$ cat config.mk
export PLATFORM = sky130hd
export DESIGN_NAME = mc_control_fsm
export DESIGN_NICKNAME = d
export VERILOG_FILES = /design/src/rtl/riscv_ctrl_pkg.sv /design/src/rtl/alu_decoder.sv /design/src/rtl/mc_control_fsm.sv
export SDC_FILE = /design/constraint.sdc
export NUM_CORES = 1
export LEC_CHECK = 0
export BUFFER_PORTS_ARGS = -buffer_cell sky130_fd_sc_hd__buf_2
export CORE_MARGIN = 1
export CORE_UTILIZATION = 49
export DETAILED_ROUTE_END_ITERATION = 8
export PLACE_DENSITY = 0.84
export SLEW_MARGIN = 20
export SYNTH_ARGS = -nofsm -noshare
export SYNTH_HDL_FRONTEND = slang
export SYNTH_HIERARCHICAL = 1
export SYNTH_SLANG_ARGS = --single-unit
$ cat constraint.sdc
create_clock -name clk -period 6.4 [get_ports clk]
set_input_delay 1.28 -clock clk [delete_from_list [all_inputs] [get_ports clk]]
set_output_delay 1.28 -clock clk [all_outputs]
set_load 0.05 [all_outputs]
$ cat src/rtl/riscv_ctrl_pkg.sv
// Shared control encodings for the multicycle RISC-V controller and its datapath.
// MC_CTRL_ILLEGAL_TRAP_EN adds the StTrap state to the state enum.
package riscv_ctrl_pkg;

  typedef enum logic [3:0] {
    StFetch,
    StDecode,
    StMemAdr,
    StMemRead,
    StMemWb,
    StMemWrite,
    StExecuteR,
    StExecuteI,
    StAluWb,
    StBeq,
    StJal,
    StLui
`ifdef MC_CTRL_ILLEGAL_TRAP_EN
    ,
    StTrap
`endif
  } state_e;

  localparam logic [6:0] OpLoad  = 7'b0000011;
  localparam logic [6:0] OpStore = 7'b0100011;
  localparam logic [6:0] OpRType = 7'b0110011;
  localparam logic [6:0] OpIType = 7'b0010011;
  localparam logic [6:0] OpBeq   = 7'b1100011;
  localparam logic [6:0] OpJal   = 7'b1101111;
  localparam logic [6:0] OpLui   = 7'b0110111;

  localparam logic [2:0] ImmI = 3'b000;
  localparam logic [2:0] ImmS = 3'b001;
  localparam logic [2:0] ImmB = 3'b010;
  localparam logic [2:0] ImmJ = 3'b011;
  localparam logic [2:0] ImmU = 3'b100;

  localparam logic [2:0] AluAdd = 3'b000;
  localparam logic [2:0] AluSub = 3'b001;
  localparam logic [2:0] AluAnd = 3'b010;
  localparam logic [2:0] AluOr  = 3'b011;
  localparam logic [2:0] AluSlt = 3'b101;

  localparam logic [1:0] AluOpAdd   = 2'b00;
  localparam logic [1:0] AluOpSub   = 2'b01;
  localparam logic [1:0] AluOpFunct = 2'b10;

  localparam logic [1:0] SrcAPc    = 2'b00;
  localparam logic [1:0] SrcAOldPc = 2'b01;
  localparam logic [1:0] SrcARs1   = 2'b10;
  localparam logic [1:0] SrcAZero  = 2'b11;

  localparam logic [1:0] SrcBRs2  = 2'b00;
  localparam logic [1:0] SrcBImm  = 2'b01;
  localparam logic [1:0] SrcBFour = 2'b10;

  localparam logic [1:0] ResAluOut = 2'b00;
  localparam logic [1:0] ResMem    = 2'b01;
  localparam logic [1:0] ResAlu    = 2'b10;

  localparam logic AdrPc     = 1'b0;
  localparam logic AdrResult = 1'b1;

endpackage

$ cat src/rtl/alu_decoder.sv
// Maps the controller's alu_op plus instruction function fields to an ALU operation code.
module alu_decoder
  import riscv_ctrl_pkg::*;
(
  input  logic [1:0] alu_op,
  input  logic [2:0] funct3,
  input  logic       funct7b5,
  input  logic       op5,
  output logic [2:0] alu_control
);

  always_comb begin
    alu_control = AluAdd;
    unique case (alu_op)
      AluOpSub: alu_control = AluSub;
      AluOpFunct: begin
        unique case (funct3)
          // Only R-type (op[5]=1) uses funct7b5 to select sub; addi ignores it.
          3'b000:  alu_control = (funct7b5 & op5) ? AluSub : AluAdd;
          3'b010:  alu_control = AluSlt;
          3'b110:  alu_control = AluOr;
          3'b111:  alu_control = AluAnd;
          default: alu_control = AluAdd;
        endcase
      end
      default: alu_control = AluAdd;
    endcase
  end

endmodule

$ cat src/rtl/mc_control_fsm.sv
// Multicycle main controller: Moore FSM sequencing the shared datapath plus opcode decode.
// Define MC_CTRL_ILLEGAL_TRAP_EN to trap unsupported opcodes in a sticky StTrap state.
module mc_control_fsm
  import riscv_ctrl_pkg::*;
(
  input  logic       clk,
  input  logic       rst_n,
  input  logic [6:0] op,
  input  logic [2:0] funct3,
  input  logic       funct7b5,
  input  logic       zero,
  input  logic       mem_ready,
  output logic [2:0] imm_src,
  output logic [1:0] alu_src_a,
  output logic [1:0] alu_src_b,
  output logic [2:0] alu_control,
  output logic [1:0] result_src,
  output logic       adr_src,
  output logic       pc_write,
  output logic       ir_write,
  output logic       reg_write,
  output logic       mem_write,
  output logic       illegal_instr
);

  state_e     state_q, state_d;
  logic [1:0] alu_op;
  logic       pc_update, branch, ir_write_s, reg_write_s, mem_write_s;

  always_ff @(posedge clk or negedge rst_n) begin
    if (!rst_n) begin
      state_q <= StFetch;
    end else begin
      state_q <= state_d;
    end
  end

  always_comb begin
    state_d = state_q;
    unique case (state_q)
      StFetch: if (mem_ready) state_d = StDecode;
      StDecode: begin
        unique case (op)
          OpLoad, OpStore: state_d = StMemAdr;
          OpRType:         state_d = StExecuteR;
          OpIType:         state_d = StExecuteI;
          OpBeq:           state_d = StBeq;
          OpJal:           state_d = StJal;
          OpLui:           state_d = StLui;
`ifdef MC_CTRL_ILLEGAL_TRAP_EN
          default:         state_d = StTrap;
`else
          default:         state_d = StFetch;
`endif
        endcase
      end
      StMemAdr:   state_d = op[5] ? StMemWrite : StMemRead;
      StMemRead:  if (mem_ready) state_d = StMemWb;
      StMemWb:    state_d = StFetch;
      StMemWrite: if (mem_ready) state_d = StFetch;
      StExecuteR: state_d = StAluWb;
      StExecuteI: state_d = StAluWb;
      StAluWb:    state_d = StFetch;
      StBeq:      state_d = StFetch;
      StJal:      state_d = StAluWb;
      StLui:      state_d = StAluWb;
`ifdef MC_CTRL_ILLEGAL_TRAP_EN
      StTrap:     state_d = StTrap;
`endif
      default:    state_d = StFetch;
    endcase
  end

  always_comb begin
    alu_src_a   = SrcAPc;
    alu_src_b   = SrcBRs2;
    result_src  = ResAluOut;
    adr_src     = AdrPc;
    alu_op      = AluOpAdd;
    ir_write_s  = 1'b0;
    pc_update   = 1'b0;
    branch      = 1'b0;
    reg_write_s = 1'b0;
    mem_write_s = 1'b0;
    unique case (state_q)
      StFetch: begin
        alu_src_b  = SrcBFour;
        result_src = ResAlu;
        ir_write_s = mem_ready;
        pc_update  = mem_ready;
      end
      StDecode: begin
        alu_src_a = SrcAOldPc;
        alu_src_b = SrcBImm;
      end
      StMemAdr: begin
        alu_src_a = SrcARs1;
        alu_src_b = SrcBImm;
      end
      StMemRead: adr_src = AdrResult;
      StMemWb: begin
        result_src  = ResMem;
        reg_write_s = 1'b1;
      end
      StMemWrite: begin
        adr_src     = AdrResult;
        mem_write_s = 1'b1;
      end
      StExecuteR: begin
        alu_src_a = SrcARs1;
        alu_op    = AluOpFunct;
      end
      StExecuteI: begin
        alu_src_a = SrcARs1;
        alu_src_b = SrcBImm;
        alu_op    = AluOpFunct;
      end
      StAluWb: reg_write_s = 1'b1;
      StBeq: begin
        alu_src_a = SrcARs1;
        alu_op    = AluOpSub;
        branch    = 1'b1;
      end
      StJal: begin
        alu_src_a = SrcAOldPc;
        alu_src_b = SrcBFour;
        pc_update = 1'b1;
      end
      StLui: begin
        alu_src_a = SrcAZero;
        alu_src_b = SrcBImm;
      end
      default: ;
    endcase
  end

  always_comb begin
    unique case (op)
      OpStore: imm_src = ImmS;
      OpBeq:   imm_src = ImmB;
      OpJal:   imm_src = ImmJ;
      OpLui:   imm_src = ImmU;
      default: imm_src = ImmI;
    endcase
  end

  alu_decoder u_alu_decoder (
    .alu_op      (alu_op),
    .funct3      (funct3),
    .funct7b5    (funct7b5),
    .op5         (op[5]),
    .alu_control (alu_control)
  );

  // Strobes are gated by rst_n so nothing writes during the asynchronous reset window.
  assign pc_write  = rst_n & (pc_update | (branch & zero));
  assign ir_write  = rst_n & ir_write_s;
  assign reg_write = rst_n & reg_write_s;
  assign mem_write = rst_n & mem_write_s;

`ifdef MC_CTRL_ILLEGAL_TRAP_EN
  assign illegal_instr = rst_n & (state_q == StTrap);
`else
  assign illegal_instr = 1'b0;
`endif

endmodule

After elaboration in Yosys (flattened, before gate mapping) --
Index checks and enable logic that the tools add are counted.
Word-level totals: input port bits 15, output and inout port bits 18, logic and storage cells 66, register bits after elaboration 4
Operators by class: reductions and logical operators 12, multiplexer cells 20, bitwise operators 7, eq/ne operators 26
Operators with widths (count):
- $pmux 4 s6 | 2
- $pmux 3 s4 | 2
- $eq 7x6->1 const B | 3
- $eq 4x3->1 const B | 4
- $eq 4x4->1 const B | 4
- $eq 7x7->1 const B | 2
- $mux 4 | 3
- $pmux 2 s2 | 3
- $reduce_or 2->1 | 6
- $reduce_or 4->1 | 3
- $eq 4x2->1 const B | 2
- $eq 7x2->1 const B | 1
- $eq 7x5->1 const B | 1
- $and 1x1->1 | 6
- $eq 3x3->1 const B | 2
- $mux 1 | 6
- $ne 2x2->1 const B | 3
- $pmux 2 s3 | 1
- $pmux 3 s2 | 1
- $eq 4x1->1 const B | 1
- $logic_not 4->1 | 1
- $eq 3x2->1 const B | 1
- $logic_not 3->1 | 1
- $mux 3 | 1
- other kinds (5) | 5

Longest topological paths before layout --
word-level depth 5, mapped depth 7, mapped depth without buffers 6

Hierarchy --
Netlist, hierarchy kept.
Modules (own cells, without submodules):
- mc_control_fsm | cells an instance 85, sequential area each 100.1 µm², area an instance 605.6 µm², instances 1
- alu_decoder | cells an instance 11, sequential area each 0.0 µm², area an instance 96.3 µm², instances 1

Worst setup path before layout --
Ideal clock, no wire load.
path kind input to output, start point in op[2], end point out imm_src[1], cell stages on the path 4, data required time 5120 ps, buffers on the path 1, data arrival time 3358 ps, path slack 1762 ps, cells stage by stage clkbuf_1 and2_1 nor2_1 nor4b_1
Between the ends: word-level cells in the longest chain between the ends 2, elaborated cells on any way between the ends 5, those cells by class eq/ne: 4; mux: 1
RTL lines:
- start: declaration | RTL line mc_control_fsm.sv:8 | input logic [6:0] op,
- $eq 7x6->1 / $eq 7x7->1 (equally long branches) | RTL line mc_control_fsm.sv:138 | unique case (op)
- $pmux 3 s4 (*) | RTL line mc_control_fsm.sv:138
- end: declaration | RTL line mc_control_fsm.sv:13 | output logic [2:0] imm_src,
Mark *: on every way between the ends. The rest lies on a longest branch, timed or not.

Worst setup path after layout --
start point reg state_q[0], end point out alu_control[2]
Between the ends: word-level cells in the longest chain between the ends 5, elaborated cells on any way between the ends 8, those cells by class eq/ne: 5; mux: 2; reduce/logical: 1
RTL lines:
- start: declaration | RTL line mc_control_fsm.sv:26 | state_e state_q, state_d;
- start signal: assignment | RTL line mc_control_fsm.sv:32 | state_q <= StFetch;
- start signal: assignment | RTL line mc_control_fsm.sv:34 | state_q <= state_d;
- $eq 4x3->1 | RTL line mc_control_fsm.sv:85 | unique case (state_q)
- $reduce_or 2->1 (no line)
- $pmux 2 s2 (*) | RTL line mc_control_fsm.sv:85
- net alu_op[0] | RTL line mc_control_fsm.sv:27 | logic [1:0] alu_op;
- $eq 2x2->1 / $eq 2x1->1 (equally long branches) | RTL line alu_decoder.sv:14 | unique case (alu_op)
- $pmux 3 s2 (*) | RTL line alu_decoder.sv:14
- end: declaration | RTL line mc_control_fsm.sv:16 | output logic [2:0] alu_control,
The timed path passes the listed nets; every way through them passes the cells marked *.

==> key figures <==
Routing
  • Final ANT Viol Nets: 0
  • Initial DRC count: 9
  • DR WL/cell: 12.5 um
  • DR vias/cell: 5.86
  • Final WL: 1700 um
  • Drt pass-1 iters: 4
  • Via count: 797
  • # DRC: 0

Synth
  • Multiplexer share of the synthesized area: 0.0303
  • Top-area cell type share of the netlist area: 0.143
  • Simple logic cell fraction of the synthesized area: 0.488
  • Synth top cells by count: nor2_1 (10), clkbuf_1 (7), and3_1 (6)
  • Synthesized Nets: 113
  • Most numerous cell in the Yosys netlist: nor2_1
  • Synth Flop Type: dfrtp_1
  • Synthesized cell area: 702 um^2
  • Synth top area cells: dfrtp_1 (14%), and3_1 (5.3%), nor2_1 (5.3%)
  • Synth warn: 6
  • Post-Synth Adder-Cell Area: 0.0357
  • Post-Synth XOR/XNOR Area: 0.0250
  • Avg Inst Size Synth: 7.31 um^2
  • Cell taking the most area after synthesis: dfrtp_1
  • Register bit total from synthesis: 4
  • Main combinational cell family by area after synthesis: simple AND/OR/NAND/NOR gates
  • Post-synthesis async set-or-reset flop share: 1.00
  • Synth unique cells: 43
  • Cells after synthesis: 96
  • Number of enable flip-flop cells after synthesis: 0
  • Compound-Gate Fraction of Synth Area: 0.187
  • Sequential share of the synthesized area: 0.143

STA
  • Final setup TNS: 0 ns
  • Crit share post-route: 0.585
  • Final setup viols: 0
  • Unrepaired setup endpoints after global routing: no
  • Final Hold Fails: 0
  • FMAX: 267 MHz
  • Crit path time final: 3.75 ns
  • Worst Clk Skew: 0.00218 ns
  • Max-slew violation count: 0

Clock network
  • Post-CTS Hold Fix Bufs: 0
  • H-tree Lvls: 1
  • Post-CTS setup buffers: 0
  • CTS Root Cell: clkbuf_4
  • CTS Buf Count: 3
  • Clk slew on worst S/H paths: 0.03 ns
  • PostCTS Resize Cnt: 0
  • Clock Latency Late Sink: 0.23 ns
  • CTS tree: done
  • Sink Count: 4
  • Worst-case clock buffer depth: 2

Setup path
  • Critical path fanouts, max: 17
  • CP Launch Type: register
  • Crit Path Class: register to output pin
  • Crit path launch: state_q[0]
  • Req. time, crit path: 5.12 ns
  • Critical path's slowest cell: dfrtp_1
  • Worst EP arrival: 2.47 ns
  • Reg2reg setup slack: 4.73 ns
  • Critical path buffer and inverter count: 2
  • Critical R2R Capture: state_q[0]
  • Critical Path End Type: output pin
  • R2R depth: 3
  • CP peak stage delay: 0.63 ns
  • Cell Chain, Critical Path: or3b_2 > nor2_1 > inv_1 > ha_1 > nor4b_1 > buf_2
  • Worst r2r src: state_q[0]
  • Family with the most delay on the worst path: simple AND/OR/NAND/NOR gates

Die
  • Die area: 1590 um^2
  • Starting Density: 0.533
  • Core ar.: 1320 um^2
  • DIE WIDTH: 39.9 um
  • Num ports: 33
  • Std-Cell Rows: 13
  • Die height: 39.9 um

Power and ir drop
  • Internal power: 67.2 uW
  • Power Total: 122 uW
  • Psw: 54.4 uW
  • Power per cell area: 142 nW/um^2
  • Sw Share: 0.448
  • Sequential Power Share: 0.262
  • Comb pwr share: 0.487
  • Leak Pwr: 0.000422 uW
  • Max IR drop VDD: 133 uV
  • Clock power frac: 0.251

Placement
  • Port bufs: 31
  • Post-DP HPWL: 1290 um
  • Placer Congestion: 0.850
  • DP Area: 835 um^2

Global routing
  • Largest net degree at the start of global routing: 18
  • Total Routing Usage GR: 0.225
  • GRT overflow: 0
  • First-pass GRT wire length: 2400 um
  • Vias in the first global route: 567
  • Initial antenna violation count: 0

Final layout
  • Filler instances: 124
  • ANT cells: 0
  • Share of layout cells above drive strength 1: 0.331
  • Multi-input logic area: 542 um^2
  • Register Area: 100 um^2
  • Biggest regs: state_q: 4 flops
  • Area Overhead vs Synth: 22.1%
  • Max FFs per register: 4
  • Total Nets Final: 140
  • Largest Register: state_q
  • Final Cell Area: 857 um^2

Status
  • Status: finished clean

Hold path
  • Hold-critical path depth: 1
  • Startpoint of the worst hold path: state_q[3]
  • End of the worst hold path: state_q[0]
  • Hold WC Path Type: register to register

Run
  • Number of max-cap violations: 0
==> layout by cell type, fill, tap and decap left out, types with 2 or more instances in the layout <==
| cell type | count |
|---|---|
| ha_1 | 2 |
| nand2_1 | 3 |
| nor2_1 | 10 |
| inv_1 | 5 |
| nand4bb_1 | 2 |
| a21oi_1 | 5 |
| nor3_1 | 4 |
| nand3b_1 | 4 |
| nand2b_1 | 2 |
| buf_2 | 31 |
| o31ai_1 | 2 |
| and3_1 | 6 |
| xor2_1 | 2 |
| nor3b_1 | 2 |
| dfrtp_1 | 4 |
| nor4b_1 | 3 |
| nor2b_1 | 3 |
| o21ai_0 | 4 |
| clkbuf_4 | 3 |
==> layout make-up <==
cell class,instances,share of cell area
multi-input cells,78,0.632
repair buffers,31,0.181
flip-flops and latches,4,0.117
clock buffers,3,0.0263
inverters,5,0.0219
well taps,15,0.0219
==> cells by family after synthesis <==
group                      Yosys count
adders and majority gates            2
buffers and inverters               14
xor gates and xnor gates             2
other                                1
DFF                                  4
muxes                                2
and+or+nand+nor                     52
AOI/OAI and AO/OA                   19
==> worst reg2reg max path, delay by kind of cell, from the launching register on <==
family | cells | cell delay (ns)
flops | 1 | 0.63
compound gates | 2 | 0.46
simple gates | 1 | 0.50
==> power by group through the flow <==
stage                     Sequential [uW]  Combinational, uW  Clock (uW)
after global placement               31.8               58.0           0
after CTS                            31.6               59.2        32.7
after detailed placement             31.9               59.1           0
after global routing                 32.2               63.7        34.1
final                                31.8               59.2        30.6
after floorplan                      28.3               48.4           0
==> metrics by stage <==
stage / hold WS, ns / util / setup WS, ns / std cells
2_1_floorplan: 0.628 / - / 1.76 / 96
3_3_place_gp: 0.716 / 0.633 / 2.94 / 133
3_5_place_dp: 0.742 / 0.633 / 2.90 / 133
4_1_cts: 0.747 / 0.651 / 2.66 / 136
5_1_grt: 0.780 / 0.651 / 2.52 / 136
6_report: 0.745 / 0.651 / 2.65 / 136
==> worst max-delay path by stage <==
stage	slack, ns	cells after the start	endpoint
2_1_floorplan	1.76	4	imm_src[1]
3_3_place_gp	2.94	5	imm_src[1]
3_5_place_dp	2.90	5	imm_src[1]
4_1_cts	2.66	6	alu_control[2]
5_1_grt	2.52	6	alu_control[2]
6_report	2.65	6	alu_control[2]
==> layer usage <==
layer	global-route usage	vias to the layer above	wire, um
met5	0	-	0
met4	0.0431	0	9
met3	0.0739	2	122
met2	0.365	37	784
met1	0.285	354	783
li1	-	404	-
Note: power is estimated with default switching activity, not from simulation.
